--- src/rtl/uart_pkg.sv ---
// Shared UART definitions: receive FSM states, default baud divisor and frame width.
package uart_pkg;

    localparam int DEFAULT_CLKS_PER_BIT = 434;
    localparam int DATA_BITS            = 8;

    typedef enum logic [2:0] {
        WAIT_IDLE,
        IDLE,
        START,
        DATA,
        STOP
    } rx_state_e;

endpackage

--- src/rtl/uart_rx_sync.sv ---
// Two-flop synchronizer for an asynchronous single-bit input; 2-cycle latency, no backpressure.
// Resets to 0 so downstream logic never mistakes reset for an idle-high line.
module uart_rx_sync (
    input  logic clk,
    input  logic rst_n,
    input  logic din,
    output logic dout
);

    logic meta_q, meta_d;
    logic sync_q, sync_d;

    always_comb begin
        meta_d = din;
        sync_d = meta_q;
    end

    always_ff @(posedge clk or negedge rst_n) begin
        if (!rst_n) begin
            meta_q <= 1'b0;
            sync_q <= 1'b0;
        end else begin
            meta_q <= meta_d;
            sync_q <= sync_d;
        end
    end

    assign dout = sync_q;

endmodule

--- src/rtl/uart_rx_core.sv ---
// 8N1 UART receiver to a one-entry valid/ready byte buffer; rx_valid ~2+9.5*CLKS_PER_BIT cycles after start edge.
// A byte arriving while the buffer is still full is dropped and flagged with an overrun pulse.
module uart_rx_core
    import uart_pkg::*;
#(
    parameter int CLKS_PER_BIT = DEFAULT_CLKS_PER_BIT
) (
    input  logic                 clk,
    input  logic                 rst_n,
    input  logic                 uart_rx,
    output logic [DATA_BITS-1:0] rx_data,
    output logic                 rx_valid,
    input  logic                 rx_ready,
    output logic                 frame_err,
    output logic                 overrun,
    output logic                 rx_busy
);

    localparam int CW = $clog2(CLKS_PER_BIT);
    localparam int IW = $clog2(DATA_BITS);
    localparam logic [CW-1:0] HALF     = CW'(CLKS_PER_BIT / 2 - 1);
    localparam logic [CW-1:0] FULL     = CW'(CLKS_PER_BIT - 1);
    localparam logic [IW-1:0] LAST_BIT = IW'(DATA_BITS - 1);

    logic rxs;

    rx_state_e            state_q, state_d;
    logic [CW-1:0]        cnt_q, cnt_d;
    logic [IW-1:0]        bit_idx_q, bit_idx_d;
    logic [DATA_BITS-1:0] shift_q, shift_d;
    logic [DATA_BITS-1:0] rx_data_q, rx_data_d;
    logic                 rx_valid_q, rx_valid_d;
    logic                 frame_err_q, frame_err_d;
    logic                 overrun_q, overrun_d;

    uart_rx_sync u_sync (
        .clk   (clk),
        .rst_n (rst_n),
        .din   (uart_rx),
        .dout  (rxs)
    );

    always_comb begin
        state_d     = state_q;
        cnt_d       = cnt_q;
        bit_idx_d   = bit_idx_q;
        shift_d     = shift_q;
        rx_data_d   = rx_data_q;
        rx_valid_d  = rx_valid_q && !rx_ready;
        frame_err_d = 1'b0;
        overrun_d   = 1'b0;

        case (state_q)
            WAIT_IDLE: begin
                if (rxs) state_d = IDLE;
            end
            IDLE: begin
                if (!rxs) begin
                    cnt_d   = '0;
                    state_d = START;
                end
            end
            START: begin
                // Re-check the start bit at its midpoint to reject short glitches.
                if (cnt_q == HALF) begin
                    if (!rxs) begin
                        cnt_d     = '0;
                        bit_idx_d = '0;
                        state_d   = DATA;
                    end else begin
                        state_d = IDLE;
                    end
                end else begin
                    cnt_d = cnt_q + CW'(1);
                end
            end
            DATA: begin
                if (cnt_q == FULL) begin
                    cnt_d     = '0;
                    shift_d   = {rxs, shift_q[DATA_BITS-1:1]};
                    bit_idx_d = bit_idx_q + IW'(1);
                    if (bit_idx_q == LAST_BIT) state_d = STOP;
                end else begin
                    cnt_d = cnt_q + CW'(1);
                end
            end
            STOP: begin
                if (cnt_q == FULL) begin
                    cnt_d = '0;
                    if (!rxs) begin
                        frame_err_d = 1'b1;
                        state_d     = WAIT_IDLE;
                    end else begin
                        // Return to IDLE mid-stop-bit so a back-to-back start edge is caught.
                        state_d = IDLE;
                        if (!rx_valid_q || rx_ready) begin
                            rx_data_d  = shift_q;
                            rx_valid_d = 1'b1;
                        end else begin
                            overrun_d = 1'b1;
                        end
                    end
                end else begin
                    cnt_d = cnt_q + CW'(1);
                end
            end
            default: state_d = WAIT_IDLE;
        endcase
    end

    always_ff @(posedge clk or negedge rst_n) begin
        if (!rst_n) begin
            state_q     <= WAIT_IDLE;
            cnt_q       <= '0;
            bit_idx_q   <= '0;
            shift_q     <= '0;
            rx_data_q   <= '0;
            rx_valid_q  <= 1'b0;
            frame_err_q <= 1'b0;
            overrun_q   <= 1'b0;
        end else begin
            state_q     <= state_d;
            cnt_q       <= cnt_d;
            bit_idx_q   <= bit_idx_d;
            shift_q     <= shift_d;
            rx_data_q   <= rx_data_d;
            rx_valid_q  <= rx_valid_d;
            frame_err_q <= frame_err_d;
            overrun_q   <= overrun_d;
        end
    end

    assign rx_data   = rx_data_q;
    assign rx_valid  = rx_valid_q;
    assign frame_err = frame_err_q;
    assign overrun   = overrun_q;
    assign rx_busy   = (state_q == START) || (state_q == DATA) || (state_q == STOP);

endmodule
--- config.mk ---
export PLATFORM = sky130hd
export DESIGN_NAME = uart_rx_core
export DESIGN_NICKNAME = d
export VERILOG_FILES = /design/src/rtl/uart_pkg.sv /design/src/rtl/uart_rx_sync.sv /design/src/rtl/uart_rx_core.sv
export SDC_FILE = /design/constraint.sdc
export NUM_CORES = 1
export LEC_CHECK = 0
export BUFFER_PORTS_ARGS = -buffer_cell sky130_fd_sc_hd__buf_2
export CAP_MARGIN = 30
export CORE_MARGIN = 2
export CORE_UTILIZATION = 30
export CTS_BUF_LIST = sky130_fd_sc_hd__clkbuf_8
export CTS_CLUSTER_DIAMETER = 100
export DETAILED_ROUTE_END_ITERATION = 10
export PLACE_DENSITY_LB_ADDON = 0.08
export SETUP_SLACK_MARGIN = 0.4
export SLEW_MARGIN = 30
export SYNTH_ARGS = -nofsm -noshare
export SYNTH_HDL_FRONTEND = slang
export SYNTH_HIERARCHICAL = 1
export SYNTH_SLANG_ARGS = --single-unit
export TNS_END_PERCENT = 30
--- constraint.sdc ---
create_clock -name clk -period 2.5 [get_ports clk]
set_clock_uncertainty 0.05 [all_clocks]
set_input_delay 0.25 -clock clk [delete_from_list [all_inputs] [get_ports clk]]
set_output_delay 0.25 -clock clk [all_outputs]
set_load 0.05 [all_outputs]
==> metrics.log <==
INFO  metric finalCriticalPeriod = around 1900 ps
INFO  metric worstSetupEndpointType = flip-flop
INFO  metric maxSlewViolCount = 0
INFO  metric grt_setup_unrepaired = true
INFO  metric outcome = complete, but fails checks
INFO  metric seq_total_area_yosys = around half
INFO  metric flip_flop_cell_with_the_highest_count_after_synthesis = dfrtp_1
INFO  metric post-layout-total-power = 1.60 mW
INFO  metric grt_pass1_wl = 6230 um
INFO  metric clk_lat_worst_skew = ~290 ps
INFO  metric ant_nets = 0
INFO  metric detailedPlacementHpwl = between 2000 and 2500 um
INFO  metric timing.fmax = a little over 500 MHz
INFO  metric clkSlewWorstSetupHoldPaths = about 70 ps
INFO  metric io_buffer_count = 15
INFO  metric gp_routability_congestion = approximately 0.76
INFO  metric grt_max_degree = 37
INFO  metric period_share = around 78%
INFO  metric worst-endpoint-arrival = roughly 2100 ps
INFO  metric timing.reg2reg.worst_path_depth = 5
INFO  metric cts-root-to-sink-buffers = 2
INFO  metric tritoncts_num_sinks = 36
INFO  metric postLayoutCoreUtil = 35.9%
INFO  metric final_routed_wirelength_across_all_metal_layers = around 3600 um
INFO  metric synth_cell_type_count = 36
INFO  metric core = slightly below 0.006 mm^2
INFO  metric drt_iter0_markers = 46
INFO  metric global_route.overflow_total = 0
INFO  metric crit_slowest_cell = dfrtp_1
INFO  metric hold_path_class = in2async
INFO  metric cellLeakagePower = 1.09 nW
INFO  metric critPathKind = reg2reg
INFO  metric cts_buffers = 5
INFO  metric final-hold-violation-count = 7
INFO  metric initial_core_utilization = around 30%
INFO  metric route.detailed.vias_per_inst = ~4.8
INFO  metric number_of_synthesized_register_bits = 36
INFO  metric synth_edf_count = 0
INFO  metric worst_setup_path_start_kind = flip-flop
INFO  metric antenna_cells = 0
INFO  metric area_growth_syn_to_layout = 17.2%
INFO  metric drtPass1Iterations = 4
INFO  metric pwrdens = ~760 mW/mm^2
INFO  metric worstMarginPinSlew = slightly above 800 ps
INFO  metric synth_nets = approximately 180
INFO  metric die-height = around 81 um
INFO  metric finalSetupTns = 0 ps
INFO  metric grt_util_all_layers = between 10 and 15%
INFO  metric asyncSetResetFlopFracSynth = 100%
INFO  metric drt-wirelength-per-cell = between 10 and 15 um
INFO  metric first_global_vias = 1,293
INFO  metric drive_gt1_share = 25.3%
INFO  metric crit_fanout = 13
INFO  metric drt_drc_violations_left = 0
INFO  metric max-slew-margin-rel = about 46%
INFO  metric tritoncts = built
INFO  metric slowest_delay = 530 ps
INFO  metric synth_cells = 175
INFO  metric worst-endpoint-required = around 2700 ps
INFO  metric antenna_found_initial = 0
INFO  metric cts_root_buffer = clkbuf_8
INFO  metric yosys_warnings = 6
INFO  metric core.rowCount = 28
INFO  metric setup_viol = 0
INFO  metric die_x = between 80 and 90 um
INFO  metric die-area = 0.00662 mm^2
INFO  metric clock_tree.htree_level_count = 2
INFO  metric maxCapViolations = 0
INFO  metric ioPinCount = 16
INFO  metric synthesis.area_per_instance = ~10 um^2
INFO  metric post_synth_instance_area = around 0.0018 mm^2
INFO  metric max-vdd-ir-drop = ~0.00028 V
INFO  metric fin_nets = between 200 and 250
INFO  metric worstPathCellList = and2b_1 > a22oi_1 > o22ai_2 > a41oi_1 > a31oi_1
INFO  metric violations_in_the_final_reports = hold timing
INFO  metric hold_ws = -2.76 ps
INFO  metric num_vias = around 1,300
critical path, delay by kind of cell, from the launching register on:
| family | cells | cell delay, ps |
|---|---|---|
| AOI/OAI and AO/OA | 4 | 1020 |
| DFF | 1 | 530 |
| and+or+nand+nor | 1 | 260 |
synthesized netlist by cell type (3+ instances only):
library cell  number  area, um^2
mux2_4             8         120
nand2_1           43         161
o21ai_0            6        30.0
nand3_1            5        25.0
dfrtp_1           36         901
xor2_1             4        35.0
a41oi_1            3        26.3
nor2_1             8        30.0
nand2b_1           5        31.3
a31oi_1            7        43.8
inv_1              6        22.5
ha_1               5        62.6
a21oi_1            5        25.0
buf_2              7        35.0
placed cells by master, fill, tap and decap left out, drive strengths merged, types with 6 or more instances in the layout:
master and instances:
nor2 9, a31oi 7, dfrtp 36, mux2 8, inv 7, nand2 43, o21ai 6, buf 24
through the flow:
step,setup slack (ps),hold slack (ps),area (um^2),cells
global route,365,71.7,2100,273
floorplan,557,-95.6,1790,175
detailed placement,239,296,1950,261
finish,558,-2.76,2100,273
CTS,347,2.38,2060,269
global placement,415,297,1950,261
sequential cells by signal, summed over array words and instances (netlist names):
name and cells:
u_sync/meta_q 1, u_sync/dout 1, cnt_q 9, overrun 1, rx_data 8, rx_valid 1
shift_q 8, frame_err 1, state_q 3, bit_idx_q 3
routing by layer:
| layer | track usage, % | routed length (um) | up-vias |
|---|---|---|---|
| met2 | 20.3 | 1720 | 27 |
| met1 | 15.4 | 1720 | 643 |
| met4 | 5.08 | 66 | 0 |
| li1 | - | - | 644 |
| met5 | 0 | 0 | - |
| met3 | 3.67 | 127 | 7 |
path summary, 6_finish.rpt:
check | startpoint | endpoint | slack (ps)
max | state_q[1]$_DFFE_PN0P_ | cnt_q[6]$_DFFE_PN0P_ | 560
min | rst_n | cnt_q[3]$_DFFE_PN0P_ | -3
max reg2reg | state_q[1]$_DFFE_PN0P_ | cnt_q[6]$_DFFE_PN0P_ | 560
min reg2reg | u_sync/meta_q$_DFF_PN0_ | u_sync/dout$_DFF_PN0_ | 310
max in group asynchronous | rst_n | cnt_q[0]$_DFFE_PN0P_ | 1860
min in group clk | rx_ready | overrun$_DFF_PN0_ | 200
kinds of logic (layout without fill, tap and decap cells):
family	after synthesis	count (layout)	share of synthesized area (%)
mux	8	8	6.69
fa+ha+maj	5	5	3.49
buf+inv	16	39	4.67
xor+xnor	5	5	2.44
compound gates	30	30	11.4
flops	36	36	50.2
simple gates	75	75	21.1
timing repair:
| action | 4_1_cts | 5_1_grt |
|---|---|---|
| setup endpoints to repair | 7 | 21 |
| endpoints found under the hold margin | 0 | 1 |
| setup buffers | 0 | 3 |
| hold buffers | 0 | 1 |
| gates resized for setup | 1 | 4 |
| pin swaps | 0 | 2 |
cell type report:
cell class / instances / area [um^2]
timing repair buffer: 25 / 156
tap: 75 / 93.8
clock buffer: 5 / 68.8
clock inverter: 3 / 38.8
inverter: 6 / 22.5
multi-input combinational: 123 / 821
fill: 579 / 3750
sequential: 36 / 902
where the power goes:
| part | total [mW] | leakage, nW | internal, mW | switching [mW] |
|---|---|---|---|---|
| Clock | 0.502 | 0.0593 | 0.292 | 0.210 |
| Sequential | 0.755 | 0.481 | 0.642 | 0.113 |
| Combinational | 0.347 | 0.553 | 0.150 | 0.197 |
No activity file was read; power rests on OpenSTA's default activity.
